**src/rtl/mem_arb_pkg.sv**
```systemverilog
// Shared definitions for the memory arbiter: port limits, default widths,
// the per-grant operation type and the round-robin pointer advance helper.
package mem_arb_pkg;

  localparam int MEM_ARB_MAX_PORTS = 8;
  localparam int MEM_ARB_IDX_W     = 3;
  localparam int MEM_ARB_DEF_AW    = 16;
  localparam int MEM_ARB_DEF_DW    = 16;

  typedef enum logic [1:0] {
    OP_NONE,
    OP_RD,
    OP_WR
  } mem_op_t;

  // Pointer value after granting port g out of n ports: g+1, wrapping to 0.
  function automatic logic [MEM_ARB_IDX_W-1:0] next_ptr(input logic [MEM_ARB_IDX_W-1:0] g,
                                                         input int n);
    if (int'(g) >= n - 1) begin
      return '0;
    end
    return g + MEM_ARB_IDX_W'(1);
  endfunction

endpackage

```
**src/rtl/mem_arbiter_rr_pick.sv**
```systemverilog
// Rotating-priority encoder: picks the first eligible port at or after ptr,
// wrapping from N-1 back to 0. Purely combinational.
module rr_pick #(
  parameter int N  = 3,
  parameter int PW = (N > 1) ? $clog2(N) : 1
) (
  input  logic [N-1:0]  elig,
  input  logic [PW-1:0] ptr,
  output logic [N-1:0]  gnt_oh,
  output logic [PW-1:0] gnt_idx,
  output logic          gnt_valid
);

  // candidate index ptr+i reduced modulo N; one extra bit holds the overflow
  logic [PW:0] cand;

  // Scan N candidates starting at ptr; the first eligible one wins.
  always_comb begin
    gnt_oh    = '0;
    gnt_idx   = '0;
    gnt_valid = 1'b0;
    cand      = '0;
    for (int i = 0; i < N; i++) begin
      cand = {1'b0, ptr} + (PW+1)'(i);
      if (cand >= (PW+1)'(N)) begin
        cand = cand - (PW+1)'(N);
      end
      if (!gnt_valid && elig[cand[PW-1:0]]) begin
        gnt_valid               = 1'b1;
        gnt_idx                 = cand[PW-1:0];
        gnt_oh[cand[PW-1:0]]    = 1'b1;
      end
    end
  end

endmodule

```
**src/rtl/mem_arbiter.sv**
```systemverilog
// N-port arbiter sharing one single-ported synchronous SRAM, one access per
// cycle. Grant is combinational in cycle t (drives mem_*), rdy pulses in t+1.
// Handshake: a port holds req_rd/req_wr (and addr/wdata) until it sees its rdy
// pulse; the port is masked in its rdy cycle so a held request is never served
// twice. Write wins when req_rd and req_wr are both high.
// Optional build macro MEM_ARB_PRIO0_EN: port 0 wins whenever eligible and the
// round-robin pointer then rotates among ports 1..NPORTS-1 only.
module mem_arbiter
  import mem_arb_pkg::*;
#(
  parameter int NPORTS = 3,
  parameter int AW     = MEM_ARB_DEF_AW,
  parameter int DW     = MEM_ARB_DEF_DW
) (
  input  logic                 sys_clk,
  input  logic                 reset_n,
  input  logic [NPORTS*AW-1:0] req_addr,
  input  logic [NPORTS*DW-1:0] req_wdata,
  input  logic [NPORTS-1:0]    req_rd,
  input  logic [NPORTS-1:0]    req_wr,
  output logic [NPORTS-1:0]    rdy,
  output logic [DW-1:0]        rd_data,
  output logic [AW-1:0]        mem_addr,
  output logic [DW-1:0]        mem_wdata,
  output logic                 mem_re,
  output logic                 mem_we,
  input  logic [DW-1:0]        mem_rdata
);

  localparam int PW = $clog2(NPORTS);

  logic [NPORTS-1:0] rdy_q, rdy_d;
  logic [PW-1:0]     ptr_q, ptr_d;
  mem_op_t           op_q, op_d;
  logic [DW-1:0]     rd_hold_q, rd_hold_d;

  logic [NPORTS-1:0] elig;
  logic [NPORTS-1:0] rr_elig;
  logic [NPORTS-1:0] rr_oh;
  logic [PW-1:0]     rr_idx;
  logic              rr_valid;

  logic [NPORTS-1:0] gnt_oh;
  logic [PW-1:0]     gnt_idx;
  logic              gnt_valid;
  logic              gnt_adv;
  mem_op_t           gnt_op;

  assign elig = (req_rd | req_wr) & ~rdy_q;

`ifdef MEM_ARB_PRIO0_EN
  assign rr_elig = {elig[NPORTS-1:1], 1'b0};
`else
  assign rr_elig = elig;
`endif

  rr_pick #(
    .N  (NPORTS),
    .PW (PW)
  ) u_rr_pick (
    .elig      (rr_elig),
    .ptr       (ptr_q),
    .gnt_oh    (rr_oh),
    .gnt_idx   (rr_idx),
    .gnt_valid (rr_valid)
  );

  // Final grant: round-robin result, overridden by port 0 in priority builds.
  always_comb begin
    gnt_oh    = rr_oh;
    gnt_idx   = rr_idx;
    gnt_valid = rr_valid;
    gnt_adv   = rr_valid;
`ifdef MEM_ARB_PRIO0_EN
    if (elig[0]) begin
      gnt_oh    = NPORTS'(1);
      gnt_idx   = '0;
      gnt_valid = 1'b1;
      gnt_adv   = 1'b0;
    end
`endif
  end

  // Memory-side drive for the granted port; reset forces the SRAM idle.
  always_comb begin
    gnt_op = OP_NONE;
    if (gnt_valid && reset_n) begin
      gnt_op = req_wr[gnt_idx] ? OP_WR : OP_RD;
    end
    mem_addr  = req_addr[gnt_idx*AW +: AW];
    mem_wdata = req_wdata[gnt_idx*DW +: DW];
    mem_re    = (gnt_op == OP_RD);
    mem_we    = (gnt_op == OP_WR);
  end

  // Next-state: rdy for the granted port, op record, pointer advance, read hold.
  always_comb begin
    rdy_d     = (gnt_op != OP_NONE) ? gnt_oh : '0;
    op_d      = gnt_op;
    ptr_d     = ptr_q;
    rd_hold_d = rd_hold_q;
    if (gnt_op != OP_NONE && gnt_adv) begin
      ptr_d = PW'(next_ptr(MEM_ARB_IDX_W'(gnt_idx), NPORTS));
    end
    if (op_q == OP_RD) begin
      rd_hold_d = mem_rdata;
    end
  end

  // Read data is live from the SRAM in a read's rdy cycle, held otherwise.
  assign rd_data = (op_q == OP_RD) ? mem_rdata : rd_hold_q;
  assign rdy     = rdy_q;

  // State registers with asynchronous active-low reset.
  always_ff @(posedge sys_clk or negedge reset_n) begin
    if (!reset_n) begin
      rdy_q     <= '0;
      ptr_q     <= '0;
      op_q      <= OP_NONE;
      rd_hold_q <= '0;
    end else begin
      rdy_q     <= rdy_d;
      ptr_q     <= ptr_d;
      op_q      <= op_d;
      rd_hold_q <= rd_hold_d;
    end
  end

endmodule

```
**config.mk**
```make
export PLATFORM = sky130hd
export DESIGN_NAME = mem_arbiter
export DESIGN_NICKNAME = d
export VERILOG_FILES = /design/src/rtl/mem_arb_pkg.sv /design/src/rtl/mem_arbiter_rr_pick.sv /design/src/rtl/mem_arbiter.sv
export SDC_FILE = /design/constraint.sdc
export NUM_CORES = 1
export LEC_CHECK = 0
export ABC_AREA = 1
export CAP_MARGIN = 20
export CORE_MARGIN = 3
export CORE_UTILIZATION = 36
export CTS_BUF_LIST = sky130_fd_sc_hd__clkbuf_4 sky130_fd_sc_hd__clkbuf_8 sky130_fd_sc_hd__clkbuf_16
export CTS_CLUSTER_DIAMETER = 40
export DETAILED_ROUTE_END_ITERATION = 16
export MAX_ROUTING_LAYER = met4
export PLACE_DENSITY = 0.88
export SETUP_SLACK_MARGIN = 0.1
export SYNTH_ARGS = -nofsm -noshare
export SYNTH_HDL_FRONTEND = slang
export SYNTH_SLANG_ARGS = --single-unit
```
**constraint.sdc**
```tcl
create_clock -name sys_clk -period 4.5 [get_ports sys_clk]
set_clock_uncertainty 0.2 [all_clocks]
set_input_delay 0.9 -clock sys_clk [delete_from_list [all_inputs] [get_ports sys_clk]]
set_output_delay 0.9 -clock sys_clk [all_outputs]
set_load 0.02 [all_outputs]
```
**Yosys cells after proc, flatten, opt, wreduce, memory -nomap -nowiden**

Cells that the tools add are included.

- Input bits: 120
- Output and inout port bits: 53
- RAM bits: 0
- Memory bits (read-only): 0
- Flip-flop bits (word level): 23
- Memories kept: 0
- Bits in latches: 0

- Multiply operators: 0
- Add/subtract/negate cells: 6
- Shift operators: 2
- Bitwise operators: 5
- Div/mod/pow operators: 0
- $lt $le $gt $ge: 11
- Equal/unequal tests: 3
- Multiplexer cells: 34
- Reductions and logical operators: 10

Operators with widths:

| operator | number |
|---|---|
| 48-bit by 7-bit variable part select with 16-bit output | 2 |
| 2-bit two-way mux | 10 |
| 16-bit two-way mux | 1 |
| 2-bit by 3-bit < comparator with 1-bit output (second input constant) | 4 |
| 1-bit two-way mux | 12 |
| 3-bit two-way mux | 4 |
| 3-bit bitwise OR | 3 |
| 1-bit binary-select mux with 2-bit select | 4 |
| 1-bit logical AND | 7 |
| 1-bit demux with 2-bit select | 3 |
| 2-bit by 1-bit >= comparator with 1-bit output (second input constant) | 3 |
| 3-bit by 2-bit >= comparator with 1-bit output (second input constant) | 2 |
| 2-bit subtractor (second input constant) | 3 |
| 2-bit by 1-bit == test with 1-bit output (second input constant) | 2 |
| 2-bit >= comparator (second input constant) | 2 |
| 2-bit by 1-bit adder with 3-bit output (second input constant) | 1 |
| 2-bit by 2-bit adder with 3-bit output (second input constant) | 1 |
| 3-bit bitwise AND | 1 |
| 3-bit NOT | 1 |
| 2-bit by 1-bit adder with 2-bit output (second input constant) | 1 |
| 2-bit == test (second input constant) | 1 |
| 1-bit logical NOT | 2 |
| 2-bit nonzero test | 1 |

**Logic depth before layout (Yosys ltp)**

- Depth after elaboration: 19
- Gate-level depth with buffers: 15

**Hierarchy**

From an unflattened synthesis, not the netlist that was laid out.

- Cell total of the unflattened synthesis: 310
- Area, all modules: 1869.3 µm²

By module, submodules not included:

| module | cells an instance | area an instance (µm²) | times used | sequential area each (µm²) |
|---|---|---|---|---|
| mem_arbiter | 246 | 1536.5 | 1 | 575.6 |
| rr_pick | 64 | 332.8 | 1 | 0.0 |

**Least setup slack after synthesis**

OpenSTA, ideal clock, no wires.

- Kind: in2out
- Start point: input port req_rd[2]
- End point: output port mem_addr[2]
- Cell stages on the path: 11
- Buffers on the path: 1
- Setup slack: 1118 ps
- Data required time: 3400 ps
- Arrival: 2282 ps
- Cell sequence: inv_1 -> nand2_2 -> nand2_2 -> o21ai_2 -> nand2_4 -> nand3_1 -> nand2_2 -> nand2_4 -> buf_8 -> o21ai_0 -> o21ai_0

- Cells in the longest elaborated chain, start to end: 12
- Elaborated cells on any way between the ends: 18

RTL lines:

| item | RTL line | RTL |
|---|---|---|
| start, declared | mem_arbiter.sv:19 | `input logic [NPORTS-1:0] req_rd,` |
| 3-bit bitwise OR (*) | mem_arbiter.sv:49 | `assign elig = (req_rd \| req_wr) & ~rdy_q;` |
| 3-bit bitwise AND (*) | mem_arbiter.sv:49 |  |
| 1-bit binary-select mux with 2-bit select | mem_arbiter_rr_pick.sv:28 | `if (!gnt_valid && elig[cand[PW-1:0]]) begin` |
| 1-bit two-way mux (implied by the code) | mem_arbiter_rr_pick.sv:28 |  |
| 1-bit two-way mux | mem_arbiter_rr_pick.sv:28 |  |
| 1-bit logical NOT | mem_arbiter_rr_pick.sv:28 |  |
| 1-bit logical AND | mem_arbiter_rr_pick.sv:28 |  |
| 1-bit two-way mux | mem_arbiter_rr_pick.sv:28 |  |
| 1-bit logical NOT | mem_arbiter_rr_pick.sv:28 |  |
| 1-bit logical AND | mem_arbiter_rr_pick.sv:28 |  |
| 2-bit two-way mux (*) | mem_arbiter_rr_pick.sv:28 |  |
| 48-bit by 7-bit variable part select with 16-bit output (*) | mem_arbiter.sv:90 | `mem_addr = req_addr[gnt_idx*AW +: AW];` |
| end, declared | mem_arbiter.sv:23 | `output logic [AW-1:0] mem_addr,` |

Every way passes the cells marked *; elsewhere a longest branch is shown, timed or not. The select of a mux whose other input is x is not followed.

**Worst setup path in the final report**

- Start point: input port req_wr[2]
- End point: output port mem_wdata[12]

- Cells in the longest elaborated chain, start to end: 12
- Elaborated cells on any way between the ends: 18

RTL lines:

| item | RTL line | RTL |
|---|---|---|
| start, declared | mem_arbiter.sv:20 | `input logic [NPORTS-1:0] req_wr,` |
| 3-bit bitwise OR (*) | mem_arbiter.sv:49 |  |
| 3-bit bitwise AND (*) | mem_arbiter.sv:49 |  |
| 1-bit binary-select mux with 2-bit select | mem_arbiter_rr_pick.sv:28 |  |
| 1-bit two-way mux (implied by the code) | mem_arbiter_rr_pick.sv:28 |  |
| 1-bit two-way mux | mem_arbiter_rr_pick.sv:28 |  |
| 1-bit logical NOT | mem_arbiter_rr_pick.sv:28 |  |
| 1-bit logical AND | mem_arbiter_rr_pick.sv:28 |  |
| 1-bit two-way mux | mem_arbiter_rr_pick.sv:28 |  |
| 1-bit logical NOT | mem_arbiter_rr_pick.sv:28 |  |
| 1-bit logical AND | mem_arbiter_rr_pick.sv:28 |  |
| 2-bit two-way mux (*) | mem_arbiter_rr_pick.sv:28 |  |
| 48-bit by 7-bit variable part select with 16-bit output (*) | mem_arbiter.sv:91 | `mem_wdata = req_wdata[gnt_idx*DW +: DW];` |
| end, declared | mem_arbiter.sv:24 | `output logic [DW-1:0] mem_wdata,` |

Marks and branches as above.

==> run_results.csv <==
group,metric,value,unit
sta,fin_hold_ws,0.301,ns
setup_path,crit_fanout,24,
yosys,yosysTopAreaCell,"dfrtp_1",
grt,gr-total-overflow,0,
sta,layout_min_cycle_time,4.22,ns
setup_path,path_class,"input port to output pin",
sta,slew_headroom,58.0,%
drt,dr_total_vias,2643,
sta,setup_viol,0,
cts,cts_tree,"yes",
yosys,synth_top_family_by_area,"simple AND/OR/NAND/NOR gates",
cts,cts_buffer_depth,2,
cts,clk_latency,0.26,ns
setup_path,crit_path_max_incr_delay,0.49,ns
setup_path,cpLargestDelayFamily,"buffers and inverters",
setup_path,worst_setup_path_start_kind,"input port",
min_path,hold_path_class,"flip-flop to flip-flop",
yosys,synthTopCellsByArea,"dfrtp_1, mux2_2, o21ai_0",
yosys,async_flop_share,100,%
yosys,yosysMostFrequentCell,"nor2_1",
floorplanning,chipWidth,82.1,um
cts,clk_pin_slew_worst_paths,0.08,ns
setup_path,required,3.40,ns
sta,rsz0062_at_grt,"no",
outcome,outcome,"completed",
yosys,ys_types,24,
sta,fmax,237,MHz
yosys,synth_common_cells,"nor2_1, o21ai_0, o21ai_1",
cts,cts_hold_buf,0,
sta,timing.final.crit_share,93.9,%
layout,antenna_cells,0,
grt,grt_first_pass_wirelength,11000,um
layout,area_growth,85.3,%
yosys,syn_area,2080,um^2
yosys,synth.yosys.warnings,0,
yosys,synth-simple-area-share,30.6,%
yosys,synth.area.mux_share,8.65,%
grt,grt_max_degree,37,
sta,setup_tns,0,ns
setup_path,timing.critical_path.mode_cell,"nand2_2",
grt,grt_pass1_vias,2499,
drt,vias_per_cell,5.10,
setup_path,cp_cell_sequence,"clkdlybuf4s50_1, inv_1, nand2_2, nand2_2, o21ai_2, nand2_4, nand2_1, nand2_1, nand2_2, nand2_4, clkinv_4, buf_4, o21ai_0, o21ai_1, dlygate4sd2_1",
layout,drive_above_1_share,15.2,%
placement,preCtsSetupSlack,0.00892,ns
sta,hold_violations,0,
cts,cts_buffers,3,
yosys,synth_compound_area_share,18.8,%
floorplanning,start_util,37.6,%
floorplanning,io_pins,173,
yosys,ys.flop_type,"dfrtp_1",
setup_path,crit_path_top_delay_cell,"clkdlybuf4s50_1",
drt,dr.pass1.iters,4,
cts,cts_sinks,23,
floorplanning,core-area,5540,um^2
sta,tightest_slew,0.629,ns
grt,grt_util_all_layers,21.4,%
drt,drtIter0Drc,80,
yosys,synth_top_area_share,27.6,%
sta,maxSlewViolCount,0,
floorplanning,fp.dieH,82.1,um
placement,gp_congestion,0.917,
setup_path,cp-end-kind,"output pin",
placement,dp_hpwl,6190,um
drt,drcViolationCount,0,
cts,root_buffer,"clkbuf_8",
cts,post_cts_buffers,0,
floorplanning,die_area,6740,um^2
yosys,syn_inst,275,
job,drv_cap,0,
sta,fin_ws,0.276,ns
yosys,synth_edf_count,0,
cts,h-tree-depth,1,
placement,io_buffer_count,172,
drt,antenna_left,0,
floorplanning,rows,27,
yosys,synth-xor-area-share,0,%
yosys,yosysSeqAreaShare,27.6,%
yosys,synthAdderAreaFrac,2.40,%
grt,grt_antenna_before_repair,0,
yosys,syn_area_per_cell,7.58,um^2
setup_path,arrival,3.12,ns
drt,wire_per_inst,14.5,um
drt,wirelength,7520,um
layout,layout.nets,571,
yosys,ys_seq_elements,23,
yosys,syn_nets,399,
setup_path,crit_buf_inv,5,
metrics by stage:
step	cells	utilization (%)	instance area [um^2]
final	518	69.7	3860
after global routing	518	69.7	3860
after CTS	518	69.8	3870
after detailed placement	514	69.6	3860
after global placement	514	69.6	3860
after floorplan	275	-	2080
flip-flops by register name, summed over array words and instances (netlist names):
register and flops:
op_q 2, ptr_q 2, rd_hold_q 16, rdy 3
cell type report:
type                            instances  area, um^2
Inverter                               20        82.6
Multi-Input combinational cell        215        1260
Timing Repair Buffer                  184        1810
Tap cell                               72        90.1
Sequential cell                        23         576
Clock inverter                          1        5.00
Fill cell                             481        1680
Clock buffer                            3        41.3
kinds of logic after synthesis:
group | count (synthesis)
AOI/OAI and AO/OA | 76
adders and majority gates | 4
buffers and inverters | 37
DFF | 23
muxes | 16
and+or+nand+nor | 119
final timing paths:
kind	slack (ns)	depth (start not counted)	endpoint	from
setup / recovery	0.28	15	mem_wdata[12]	req_wr[2]
hold / removal	0.30	1	rd_hold_q[11]	rd_hold_q[11]
setup reg to reg	2.02	12	op_q[0]	ptr_q[0]
hold reg to reg	0.30	1	rd_hold_q[11]	rd_hold_q[11]
max in group asynchronous	3.04	2	rd_hold_q[7]	reset_n
min in group asynchronous	0.84	2	rdy[1]	reset_n
repair_timing:
item | CTS | global route
endpoints found under the setup margin | 34 | 14
gates resized for setup | 34 | 19
cloned | 0 | 0
hold endpoints to repair | 0 | 0
worst register-to-register path: cells and delay by family (launching register included):
kind                       cells  cell delay [ns]
and+or+nand+nor                8             1.06
DFF                            1             0.40
buffers and inverters          3             0.35
adders and majority gates      1             0.40
metal layers:
layer  wire length, um  vias up  global-route usage (%)
li1                  -     1290                       -
met1              2770     1189                    23.3
met2              3840      141                    38.7
met3               676       23                    3.73
met4               227        0                    8.14
met5                 0        -                       -
cell usage in the layout, fill, tap and decap left out:
cell,instances
clkdlybuf4s50_1,138
nor2_1,36
o21ai_0,35
o21ai_1,34
nand3_1,33
dfrtp_1,23
nand2_1,21
dlygate4sd2_1,20
inv_1,16
mux2_2,16
nand3_2,15
clkdlybuf4s15_1,8
buf_4,8
nand4_1,5
nand2_2,5
clkbuf_2,5
a21oi_1,4
ha_1,4
o21ai_2,3
nand2_4,3
clkbuf_8,3
buf_12,3
inv_2,2
nand4_2,1
inv_4,1
clkinv_4,1
clkinv_2,1
dlymetal6s2s_1,1
buf_6,1
Power of run 1 is left out: the tool's default activity adds up to more than one toggle a clock period on the data nets, which glitch-free logic cannot reach.
